**src/rtl/tt_wrap_pkg.sv**
```systemverilog
// Shared types and helpers for the sequenced TT project wrapper.
// The status width constants are meaningful when TT_WRAP_STATUS_EN is defined.
package tt_wrap_pkg;

    typedef enum logic [1:0] {
        ST_OFF   = 2'd0,
        ST_HOLD  = 2'd1,
        ST_RUN   = 2'd2,
        ST_DRAIN = 2'd3
    } wrap_state_t;

    localparam int RUN_CNT_W = 16;
    localparam int STATUS_W  = 2 + RUN_CNT_W;

    // Counter must hold the larger of the two reload values.
    function automatic int cnt_width(input int hold_cyc, input int drain_cyc);
        int m;
        m = (hold_cyc > drain_cyc) ? hold_cyc : drain_cyc;
        return $clog2(m + 1);
    endfunction

endpackage

```
**src/rtl/tt_proj_wrapper_seq_if.sv**
```systemverilog
// Project-side TT port set; master is the wrapper, slave is the attached tt_um_* design.
interface tt_proj_wrapper_seq_if #(
    parameter int N_UI  = 8,
    parameter int N_UO  = 8,
    parameter int N_UIO = 8
);
    logic             p_rst_n;
    logic             p_ena;
    logic [N_UI-1:0]  p_ui_in;
    logic [N_UIO-1:0] p_uio_in;
    logic [N_UO-1:0]  p_uo_out;
    logic [N_UIO-1:0] p_uio_out;
    logic [N_UIO-1:0] p_uio_oe;

    modport master (
        output p_rst_n, p_ena, p_ui_in, p_uio_in,
        input  p_uo_out, p_uio_out, p_uio_oe
    );

    modport slave (
        input  p_rst_n, p_ena, p_ui_in, p_uio_in,
        output p_uo_out, p_uio_out, p_uio_oe
    );
endinterface

```
**src/rtl/tt_wrap_seq.sv**
```systemverilog
// Enable synchroniser plus OFF/HOLD/RUN/DRAIN sequencer for the project wrapper.
// With TT_WRAP_STATUS_EN defined, also keeps a saturating count of RUN cycles.
module tt_wrap_seq
    import tt_wrap_pkg::*;
#(
    parameter int RST_HOLD  = 4,
    parameter int DRAIN_CYC = 2
) (
    input  logic                 clk,
    input  logic                 rst,
    input  logic                 ena,
    output wrap_state_t          state,
    output logic                 run_active,
    output logic                 hold_active
`ifdef TT_WRAP_STATUS_EN
    ,
    output logic [RUN_CNT_W-1:0] run_cnt
`endif
);

    localparam int CW = cnt_width(RST_HOLD, DRAIN_CYC);
    localparam logic [CW-1:0] HOLD_LOAD  = CW'(RST_HOLD - 1);
    localparam logic [CW-1:0] DRAIN_LOAD = CW'(DRAIN_CYC - 1);
    localparam logic [CW-1:0] CNT_ONE    = CW'(1);

    logic          ena_meta;
    logic          ena_s;
    wrap_state_t   state_q;
    wrap_state_t   state_d;
    logic [CW-1:0] cnt_q;
    logic [CW-1:0] cnt_d;

    always_ff @(posedge clk or posedge rst) begin
        if (rst) begin
            ena_meta <= 1'b0;
            ena_s    <= 1'b0;
        end else begin
            ena_meta <= ena;
            ena_s    <= ena_meta;
        end
    end

    always_ff @(posedge clk or posedge rst) begin
        if (rst) begin
            state_q <= ST_OFF;
            cnt_q   <= '0;
        end else begin
            state_q <= state_d;
            cnt_q   <= cnt_d;
        end
    end

    // DRAIN deliberately ignores ena_s so a re-enable cannot cut the drain short.
    always_comb begin
        state_d = state_q;
        cnt_d   = cnt_q;
        case (state_q)
            ST_OFF: begin
                if (ena_s) begin
                    state_d = ST_HOLD;
                    cnt_d   = HOLD_LOAD;
                end
            end
            ST_HOLD: begin
                if (!ena_s) begin
                    state_d = ST_OFF;
                    cnt_d   = '0;
                end else if (cnt_q == '0) begin
                    state_d = ST_RUN;
                end else begin
                    cnt_d = cnt_q - CNT_ONE;
                end
            end
            ST_RUN: begin
                if (!ena_s) begin
                    state_d = ST_DRAIN;
                    cnt_d   = DRAIN_LOAD;
                end
            end
            ST_DRAIN: begin
                if (cnt_q == '0) begin
                    state_d = ST_OFF;
                end else begin
                    cnt_d = cnt_q - CNT_ONE;
                end
            end
            default: begin
                state_d = ST_OFF;
                cnt_d   = '0;
            end
        endcase
    end

`ifdef TT_WRAP_STATUS_EN
    always_ff @(posedge clk or posedge rst) begin
        if (rst) begin
            run_cnt <= '0;
        end else if ((state_q != ST_HOLD) && (state_d == ST_HOLD)) begin
            run_cnt <= '0;
        end else if ((state_q == ST_RUN) && (run_cnt != '1)) begin
            run_cnt <= run_cnt + RUN_CNT_W'(1);
        end
    end
`endif

    assign state       = state_q;
    assign run_active  = (state_q == ST_RUN);
    assign hold_active = (state_q == ST_HOLD);

endmodule

```
**src/rtl/tt_proj_wrapper_seq.sv**
```systemverilog
// Sequenced TT project wrapper: packs iw/ow, isolates the project outside RUN.
// Optional status port enabled by defining TT_WRAP_STATUS_EN.
module tt_proj_wrapper_seq
    import tt_wrap_pkg::*;
#(
    parameter int N_UI      = 8,
    parameter int N_UO      = 8,
    parameter int N_UIO     = 8,
    parameter int RST_HOLD  = 4,
    parameter int DRAIN_CYC = 2,
    parameter int OUT_REG   = 1
) (
    input  logic                      clk,
    input  logic                      rst,
    input  logic                      ena,
    input  logic [N_UIO+N_UI:0]       iw,
    output logic [2*N_UIO+N_UO-1:0]   ow,
    output logic                      p_clk,
    tt_proj_wrapper_seq_if.master     prj
`ifdef TT_WRAP_STATUS_EN
    ,
    output logic [STATUS_W-1:0]       status
`endif
);

    localparam int OW_W = 2 * N_UIO + N_UO;

    wrap_state_t      state;
    logic             run_active;
    logic             hold_active;
    logic             rst_n_req;
    logic [N_UI-1:0]  ui_in;
    logic [N_UIO-1:0] uio_in;
    logic [OW_W-1:0]  ow_raw;
    logic [OW_W-1:0]  ow_masked;

`ifdef TT_WRAP_STATUS_EN
    logic [RUN_CNT_W-1:0] run_cnt;
`endif

    tt_wrap_seq #(
        .RST_HOLD  (RST_HOLD),
        .DRAIN_CYC (DRAIN_CYC)
    ) u_seq (
        .clk         (clk),
        .rst         (rst),
        .ena         (ena),
        .state       (state),
        .run_active  (run_active),
        .hold_active (hold_active)
`ifdef TT_WRAP_STATUS_EN
        ,
        .run_cnt     (run_cnt)
`endif
    );

    assign rst_n_req = iw[0];
    assign ui_in     = iw[N_UI:1];
    assign uio_in    = iw[N_UIO+N_UI:N_UI+1];

    assign p_clk        = clk;
    assign prj.p_ena    = (state != ST_OFF);
    assign prj.p_rst_n  = (state != ST_OFF) && !hold_active && rst_n_req;
    assign prj.p_ui_in  = run_active ? ui_in  : '0;
    assign prj.p_uio_in = run_active ? uio_in : '0;

    // Masking uio_oe outside RUN is what keeps the pads from contending.
    assign ow_raw    = {prj.p_uio_oe, prj.p_uio_out, prj.p_uo_out};
    assign ow_masked = run_active ? ow_raw : '0;

    generate
        if (OUT_REG != 0) begin : g_out_reg
            logic [OW_W-1:0] ow_q;

            always_ff @(posedge clk or posedge rst) begin
                if (rst) begin
                    ow_q <= '0;
                end else begin
                    ow_q <= ow_masked;
                end
            end

            assign ow = ow_q;
        end else begin : g_out_comb
            assign ow = ow_masked;
        end
    endgenerate

`ifdef TT_WRAP_STATUS_EN
    assign status = {state, run_cnt};
`endif

endmodule

```
**src/flat_wrapper.sv**
```systemverilog
// flat-port wrapper written by rule: the top's interface ports become plain ports
module tt_proj_wrapper_seq_flat import tt_wrap_pkg::*;
#(
    parameter int N_UI      = 8,
    parameter int N_UO      = 8,
    parameter int N_UIO     = 8,
    parameter int RST_HOLD  = 4,
    parameter int DRAIN_CYC = 2,
    parameter int OUT_REG   = 1
)
  (clk, rst, ena, iw, ow, p_clk, prj_p_rst_n, prj_p_ena, prj_p_ui_in, prj_p_uio_in, prj_p_uo_out, prj_p_uio_out, prj_p_uio_oe);
  tt_proj_wrapper_seq_if #(.N_UI(N_UI), .N_UO(N_UO), .N_UIO(N_UIO)) prj_i ();
  input  logic clk;
  input  logic rst;
  input  logic ena;
  input  logic [N_UIO+N_UI:0] iw;
  output logic [2*N_UIO+N_UO-1:0] ow;
  output logic p_clk;
  output wire logic [$bits(prj_i.p_rst_n)-1:0] prj_p_rst_n;
  output wire logic [$bits(prj_i.p_ena)-1:0] prj_p_ena;
  output wire logic [$bits(prj_i.p_ui_in)-1:0] prj_p_ui_in;
  output wire logic [$bits(prj_i.p_uio_in)-1:0] prj_p_uio_in;
  input wire logic [$bits(prj_i.p_uo_out)-1:0] prj_p_uo_out;
  input wire logic [$bits(prj_i.p_uio_out)-1:0] prj_p_uio_out;
  input wire logic [$bits(prj_i.p_uio_oe)-1:0] prj_p_uio_oe;
  assign prj_p_rst_n = prj_i.p_rst_n;
  assign prj_p_ena = prj_i.p_ena;
  assign prj_p_ui_in = prj_i.p_ui_in;
  assign prj_p_uio_in = prj_i.p_uio_in;
  assign prj_i.p_uo_out = prj_p_uo_out;
  assign prj_i.p_uio_out = prj_p_uio_out;
  assign prj_i.p_uio_oe = prj_p_uio_oe;
  tt_proj_wrapper_seq #(.N_UI(N_UI), .N_UO(N_UO), .N_UIO(N_UIO), .RST_HOLD(RST_HOLD), .DRAIN_CYC(DRAIN_CYC), .OUT_REG(OUT_REG)) u_core (.clk(clk), .rst(rst), .ena(ena), .iw(iw), .ow(ow), .p_clk(p_clk), .prj(prj_i));
endmodule
```
**config.mk**
```make
export PLATFORM = sky130hd
export DESIGN_NAME = tt_proj_wrapper_seq_flat
export DESIGN_NICKNAME = d
export VERILOG_FILES = /design/src/rtl/tt_wrap_pkg.sv /design/src/rtl/tt_proj_wrapper_seq_if.sv /design/src/rtl/tt_wrap_seq.sv /design/src/rtl/tt_proj_wrapper_seq.sv /design/src/flat_wrapper.sv
export SDC_FILE = /design/constraint.sdc
export NUM_CORES = 1
export LEC_CHECK = 0
export CAP_MARGIN = 15
export CORE_MARGIN = 2
export CORE_UTILIZATION = 35
export DETAILED_ROUTE_END_ITERATION = 10
export PLACE_DENSITY = 0.79
export REMOVE_ABC_BUFFERS = 1
export SLEW_MARGIN = 40
export SYNTH_ARGS = -nofsm -noshare
export SYNTH_HDL_FRONTEND = slang
export SYNTH_SLANG_ARGS = --single-unit
```
**constraint.sdc**
```tcl
create_clock -name clk -period 1.9 [get_ports clk]
set_input_delay 0.285 -clock clk [delete_from_list [all_inputs] [get_ports clk]]
set_output_delay 0.285 -clock clk [all_outputs]
set_load 0.02 [all_outputs]
```
# Yosys cells after proc, flatten, opt, wreduce, memory -nomap -nowiden

Index checks and enable logic that the tools add are counted.

Logic and storage cells: 35
Flip-flop bits (word level): 31
Output and inout bits: 43

Add/subtract/negate cells: 1
Mux-type cells: 14
Equal/unequal tests: 7
Reduce and logical (&&, ||, !) cells: 8

Operator list:

| cell                | count |
|---|---|
| $mux 24             | 1 |
| $mux 8              | 2 |
| $mux 3              | 4 |
| $pmux 3 s4          | 1 |
| $mux 2              | 5 |
| $pmux 2 s4          | 1 |
| $ne 2x2->1 const B  | 3 |
| $eq 2x2->1 const B  | 2 |
| $reduce_and 4->1    | 1 |
| $logic_not 3->1     | 1 |
| $ne 3x3->1 const B  | 1 |
| $sub 3x1->3 const B | 1 |
| $eq 2x1->1 const B  | 1 |
| $logic_and 1x1->1   | 2 |
| $logic_not 2->1     | 1 |
| $reduce_and 2->1    | 1 |
| $reduce_bool 2->1   | 1 |
| $logic_not 1->1     | 1 |

# Depth between registers and ports, before layout

Gate-level depths: netlist of run 1.

Depth in word-level cells: 4
Depth in mapped cells: 5
Gate-level depth less buffers: 5

# Hierarchy

From an unflattened synthesis of run 1, not the netlist that was laid out.

Cells, all modules: 109
Area total of the unflattened synthesis: 1,272.5 um^2

By module, submodules not included:

| module              | cells an instance | times used | area an instance (um^2) | sequential area each (um^2) |
|---|---|---|---|---|
| tt_proj_wrapper_seq | 72                | 1          | 897.1                   | 600.6 |
| tt_wrap_seq         | 37                | 1          | 375.4                   | 175.2 |

==> results of run 1 <==
==> stage by stage <==
step | hold WS (ps) | std cells | util (%)
floorplan | 285 | 103 | -
global placement | 333 | 240 | 64.9
detailed placement | 339 | 240 | 64.9
CTS | 216 | 250 | 67.1
global route | 245 | 251 | 65.8
finish | 220 | 251 | 65.8
==> power groups by stage <==
stage | clock, mW | combinational, mW | sequential (mW)
floorplan | 0 | 0.542 | 1.05
detailed placement | 0.0707 | 1.35 | 0.898
CTS | 0.542 | 1.31 | 0.886
global placement | 0.0707 | 1.31 | 0.891
global route | 0.574 | 1.41 | 0.909
finish | 0.517 | 1.31 | 0.890
==> metal layers <==
metal / vias to the layer above / global-route usage, % / wire (um) / share of wire [%]
met4: 0 / 8.24 / 51 / 1.7
met3: 10 / 8.68 / 336 / 11
met5: - / 0 / 0 / 0
met1: 508 / 15.2 / 1040 / 35
li1: 533 / - / - / -
met2: 68 / 26.7 / 1570 / 52
==> worst min-delay path by stage <==
stage,endpoint,cells past startpoint
final,u_core.ow[13],3
after detailed placement,u_core.u_seq.ena_s,0
after CTS,u_core.ow[14],3
after floorplan,p_clk,0
after global placement,u_core.u_seq.ena_s,0
after global routing,u_core.ow[11],3
==> state kept, by name, indices dropped and copies added (netlist names), named ones only <==
| signal | count |
|---|---|
| u_core.u_seq.state | 1 |
| u_core.u_seq.ena_meta | 1 |
| u_core.u_seq.ena_s | 1 |
| u_core.ow | 24 |
| u_core.u_seq.cnt_q | 3 |
==> worst max-delay path: stages (launching register included) <==
cell             delay (ps)
dfrtp_1                 410
nor2b_4                 180
buf_12                  140
and2_1                  120
clkdlybuf4s15_2         260
==> kinds of logic after synthesis <==
logic type | share of synthesized area [%]
AOI/OAI and AO/OA | 3.52
xor gates and xnor gates | 0.684
adders and majority gates | 1.95
buffers and inverters | 3.71
DFF | 60.6
muxes | 1.76
and+or+nand+nor | 27.8
==> layout by cell type (no fill, tap or decap), types with 2 or more instances in the layout <==
cell | netlist | final
dfrtp_1 | 31 | 31
mux2_1 | 2 | 2
and2_1 | 41 | 41
a222oi_1 | 2 | 2
nand2_1 | 5 | 5
clkbuf_2 | 0 | 14
dlygate4sd2_1 | 0 | 3
inv_1 | 3 | 3
buf_4 | 1 | 4
nor2b_1 | 2 | 2
clkdlybuf4s50_1 | 0 | 67
clkbuf_4 | 0 | 8
ha_1 | 2 | 2
==> cell type report <==
type                    count  area share (%)
well taps                  46            2.56
clock inverters             1           0.223
clock buffers              10            3.67
repair buffers             91            37.8
inverters                   4           0.668
multi-input cells          68            20.5
flip-flops and latches     31            34.5
==> what timing repair did <==
action                                  CTS  global route
buffers inserted                          0             0
resized for setup                        37            16
gates cloned                              0             1
hold buffers                              0             0
endpoints found under the setup margin   19            16
==> flow_metrics.tcl, run 1 <==
set metrics [dict create \
    period_share_pct 96.1 \
    firstDrtPassIters 5 \
    pin_count 87 \
    p_seq_share_pct 32.7 \
    multiInputGateArea_um2 462 \
    syn-cell-area_um2 1280 \
    synth_cell_types 25 \
    setup_slack_ps 74.9 \
    start_util_pct 37.5 \
    drc 0 \
    routed_wl_mm 3.01 \
    seqCellArea_um2 776 \
    fin_tns_setup_ps 0 \
    netlist.area_leader.share_pct 60.6 \
    place.gp.congestion 0.707 \
    vias 1119 \
    fin_total_pwr_mw 2.72 \
    fp.dieW_um 64.5 \
    r2r_start "u_core.u_seq.cnt_q[0]" \
    p_leak_nw 1.06 \
    max_freq_mhz 548 \
    place_area_um2 2220 \
    yosysMostFrequentCell "and2_1" \
    reg2reg_to "u_core.u_seq.cnt_q[1]" \
    min_period_ps 1830 \
    ys_seq_elements 31 \
    area_growth_pct 75.6 \
    status "finished, final reports clean" \
    p_int_mw 1.74 \
    critPathLaunchType "flop" \
    ant_nets 0 \
    antenna_found_initial 0 \
    cellPowerDensity_nw_per_um2 1210 \
    synth_edf_count 0 \
    yosysTopAreaCell "dfrtp_1" \
    hold_viol 0 \
    rsz0062_at_grt "no" \
    cts_tree "done" \
    place.detailed.hpwl_mm 2.33 \
    drive_gt1_share_pct 17.6 \
    synth-main-ff-cell "dfrtp_1" \
    finalSetupViolCount 0 \
    ys_async_sr_fraction_pct 100 \
    fin_skew_ps 5.47 \
    crit_path_end_kind "output pin" \
    relSlewSlack_pct 74.4 \
    rows 21 \
    core_um2 3420 \
    critPathRequiredTime_ps 1620 \
    slew_viol_final 0 \
    critPathKind "flop to output pin" \
    rr_worst_depth 5 \
    critPathMaxFanout 14 \
    finalNetCount 251 \
    wl_per_cell_um 12.0 \
    pre_cts_ws_ps 148 \
    peakVddDrop_uv 486 \
    synth_area_leaders "dfrtp_1 61%, and2_1 20%, buf_2 2.0%, ha_1 2.0%, mux2_1 1.8%" \
    design.die.area_um2 4160 \
    clk_latency_ps 430 \
    r2r_setup_slack_ps 370 \
    cp-startpoint "u_core.u_seq.state[0]" \
    power_frac_comb_pct 48.3 \
    design_area_um2 2250 \
    yosysSeqAreaShare_pct 60.6 \
    viasPerCell 4.46 \
    synthTopCellsByCount "41 x and2_1, 31 x dfrtp_1, 5 x buf_2, 5 x nand2_1, 3 x inv_1" \
    crit_path_end "prj_p_ui_in[4]" \
    synth_cells 109 \
    portBuffers 86 \
    arrival_ps 1540 \
    first_global_vias 1172 \
    grt_pass1_wl_mm 4.87 \
    antennaDiodeCount 0 \
    hp-class "primary input to asynchronous set/reset pin" \
    grt_overflow 0 \
    tightest_slew_ps 385 \
    die_h_um 64.5 \
    power.switching_uw 980 \
    yosys_warnings 0 \
    fillCellCount 275 \
    clk_pin_slew_ps 90 \
    maxCapViolCount 0 \
    grt_start_max_net_pins 32 \
    p_sw_share_pct 36.1 \
    p_clk_share_pct 19.0 \
    grtUsageTotal_pct 15.7 \
    synth.avg_cell_area_um2 11.7 \
    drt_iter0_drc 28 \
]
(Power assumes the default switching activity.)
==> run 2: changes to the inputs <==
--- a/config.mk
+++ b/config.mk
@@ -11,6 +11,7 @@
 export DETAILED_ROUTE_END_ITERATION = 10
 export PLACE_DENSITY = 0.79
 export REMOVE_ABC_BUFFERS = 1
+export SKIP_LAST_GASP = 1
 export SLEW_MARGIN = 40
 export SYNTH_ARGS = -nofsm -noshare
 export SYNTH_HDL_FRONTEND = slang
==> flow_metrics.tcl, run 2 (synthesis results as in run 1) <==
set metrics [dict create \
    status "finished, final reports clean" \
    slowest_stage "dfrtp_1" \
    r2r_setup_slack_ps 370 \
    dp_cells 240 \
    p_clk_share_pct 19.0 \
    cp_num_buf_inv 2 \
    place.gp.congestion 0.707 \
    holdBufCountCts 0 \
    area_growth_pct 76.0 \
    critPathLaunchType "flop" \
    firstDrtPassIters 5 \
    design.die.area_um2 4160 \
    rows 21 \
    drt_iter0_drc 28 \
    fin_total_pwr_mw 2.72 \
    vias 1117 \
    grt_overflow 0 \
    layout_commonest_cell "clkdlybuf4s50_1" \
    p_int_mw 1.74 \
    peakVddDrop_uv 486 \
    clk_pin_slew_ps 90 \
    clk_latency_ps 430 \
    antennaDiodeCount 0 \
    critPathRequiredTime_ps 1620 \
    period_share_pct 98.8 \
    cellPowerDensity_nw_per_um2 1210 \
    wl_per_cell_um 12.0 \
    die_h_um 64.5 \
    routed_wl_mm 3.01 \
    cts_tree "done" \
    mostFrequentLayoutCells "67 x clkdlybuf4s50_1, 41 x and2_1, 31 x dfrtp_1" \
    antenna_found_initial 0 \
    seqCellArea_um2 776 \
    power.switching_uw 980 \
    tightest_slew_ps 385 \
    core_um2 3420 \
    grtUsageTotal_pct 15.7 \
    arrival_ps 1590 \
    min_period_ps 1880 \
    hold_viol 0 \
    cts_setup_buffers 0 \
    finalSetupViolCount 0 \
    slowest_delay_ps 410 \
    setup_slack_ps 23.7 \
    drc 0 \
    cp_top_family "buffers and inverters" \
    layout.cells.non_filler 251 \
    fillCellCount 274 \
    place.detailed.hpwl_mm 2.33 \
    crit_path_end_kind "output pin" \
    relSlewSlack_pct 74.4 \
    p_seq_share_pct 32.7 \
    ant_nets 0 \
    cp_cell_sequence "nor2b_4, buf_12, and2_1, clkdlybuf4s15_1" \
    first_global_vias 1172 \
    critPathMaxFanout 14 \
    hp-class "primary input to asynchronous set/reset pin" \
    maxCapViolCount 0 \
    rsz0062_at_grt "yes" \
    power_frac_comb_pct 48.3 \
    fin_tns_setup_ps 0 \
    rr_worst_depth 5 \
    drive_gt1_share_pct 17.1 \
    fp.dieW_um 64.5 \
    cp-startpoint "u_core.u_seq.state[0]" \
    multiInputGateArea_um2 462 \
    reg2reg_to "u_core.u_seq.cnt_q[1]" \
    critPathKind "flop to output pin" \
    fin_skew_ps 5.47 \
    pre_cts_ws_ps 148 \
    largest_reg_flops 24 \
    grt_pass1_wl_mm 4.87 \
    portBuffers 86 \
    p_leak_nw 1.06 \
    pin_count 87 \
    grt_start_max_net_pins 32 \
    place_area_um2 2220 \
    p_sw_share_pct 36.0 \
    finalNetCount 251 \
    design_area_um2 2250 \
    start_util_pct 37.5 \
    r2r_start "u_core.u_seq.cnt_q[0]" \
    viasPerCell 4.45 \
    slew_viol_final 0 \
    max_freq_mhz 533 \
]
[run 2: cell type report]
| cell class | count | share of cell area [%] |
|---|---|---|
| repair buffers | 91 | 37.9 |
| flip-flops and latches | 31 | 34.4 |
| multi-input cells | 68 | 20.5 |
| clock buffers | 10 | 3.67 |
| well taps | 46 | 2.56 |
| inverters | 4 | 0.667 |
| clock inverters | 1 | 0.222 |
[run 2: what timing repair did]
item                       in CTS  in global routing
resized for setup              35                 16
setup endpoints to repair      19                 16
pin swaps                       0                  0
cloned                          0                  1
[run 2: power by group through the flow]
stage / combinational [mW] / sequential (mW) / clock, mW
6_report: 1.31 / 0.890 / 0.517
5_1_grt: 1.42 / 0.909 / 0.574
4_1_cts: 1.31 / 0.886 / 0.542
3_5_place_dp: 1.35 / 0.898 / 0.0707
3_3_place_gp: 1.31 / 0.891 / 0.0707
2_1_floorplan: 0.542 / 1.05 / 0
[run 2: worst register-to-register path: cells and delay by family (launching register included)]
family                     cells  cell delay [ps]
adders and majority gates      1              240
and+or+nand+nor                1              100
buffers and inverters          1               90
AOI/OAI and AO/OA              1              240
muxes                          1              330
DFF                            1              420
[run 2: through the flow]
stage,utilization [%],hold WS [ps]
2_1_floorplan,-,285
3_3_place_gp,64.9,333
3_5_place_dp,64.9,339
4_1_cts,67.1,216
5_1_grt,65.9,245
6_report,65.9,220
[run 2: how the worst max path moves through the flow]
stage                          end  cells after the start
floorplan           prj_p_ui_in[0]                      2
global placement             p_clk                      1
detailed placement  prj_p_ui_in[0]                      3
CTS                 prj_p_ui_in[0]                      4
global route        prj_p_ui_in[0]                      4
finish              prj_p_ui_in[0]                      4
[run 2: per-layer routing]
| metal | part of all wire [%] | GRT usage, % |
|---|---|---|
| met1 | 35 | 15.2 |
| met2 | 52 | 26.7 |
| met3 | 11 | 8.68 |
| met4 | 1.7 | 8.24 |
| met5 | 0 | 0 |
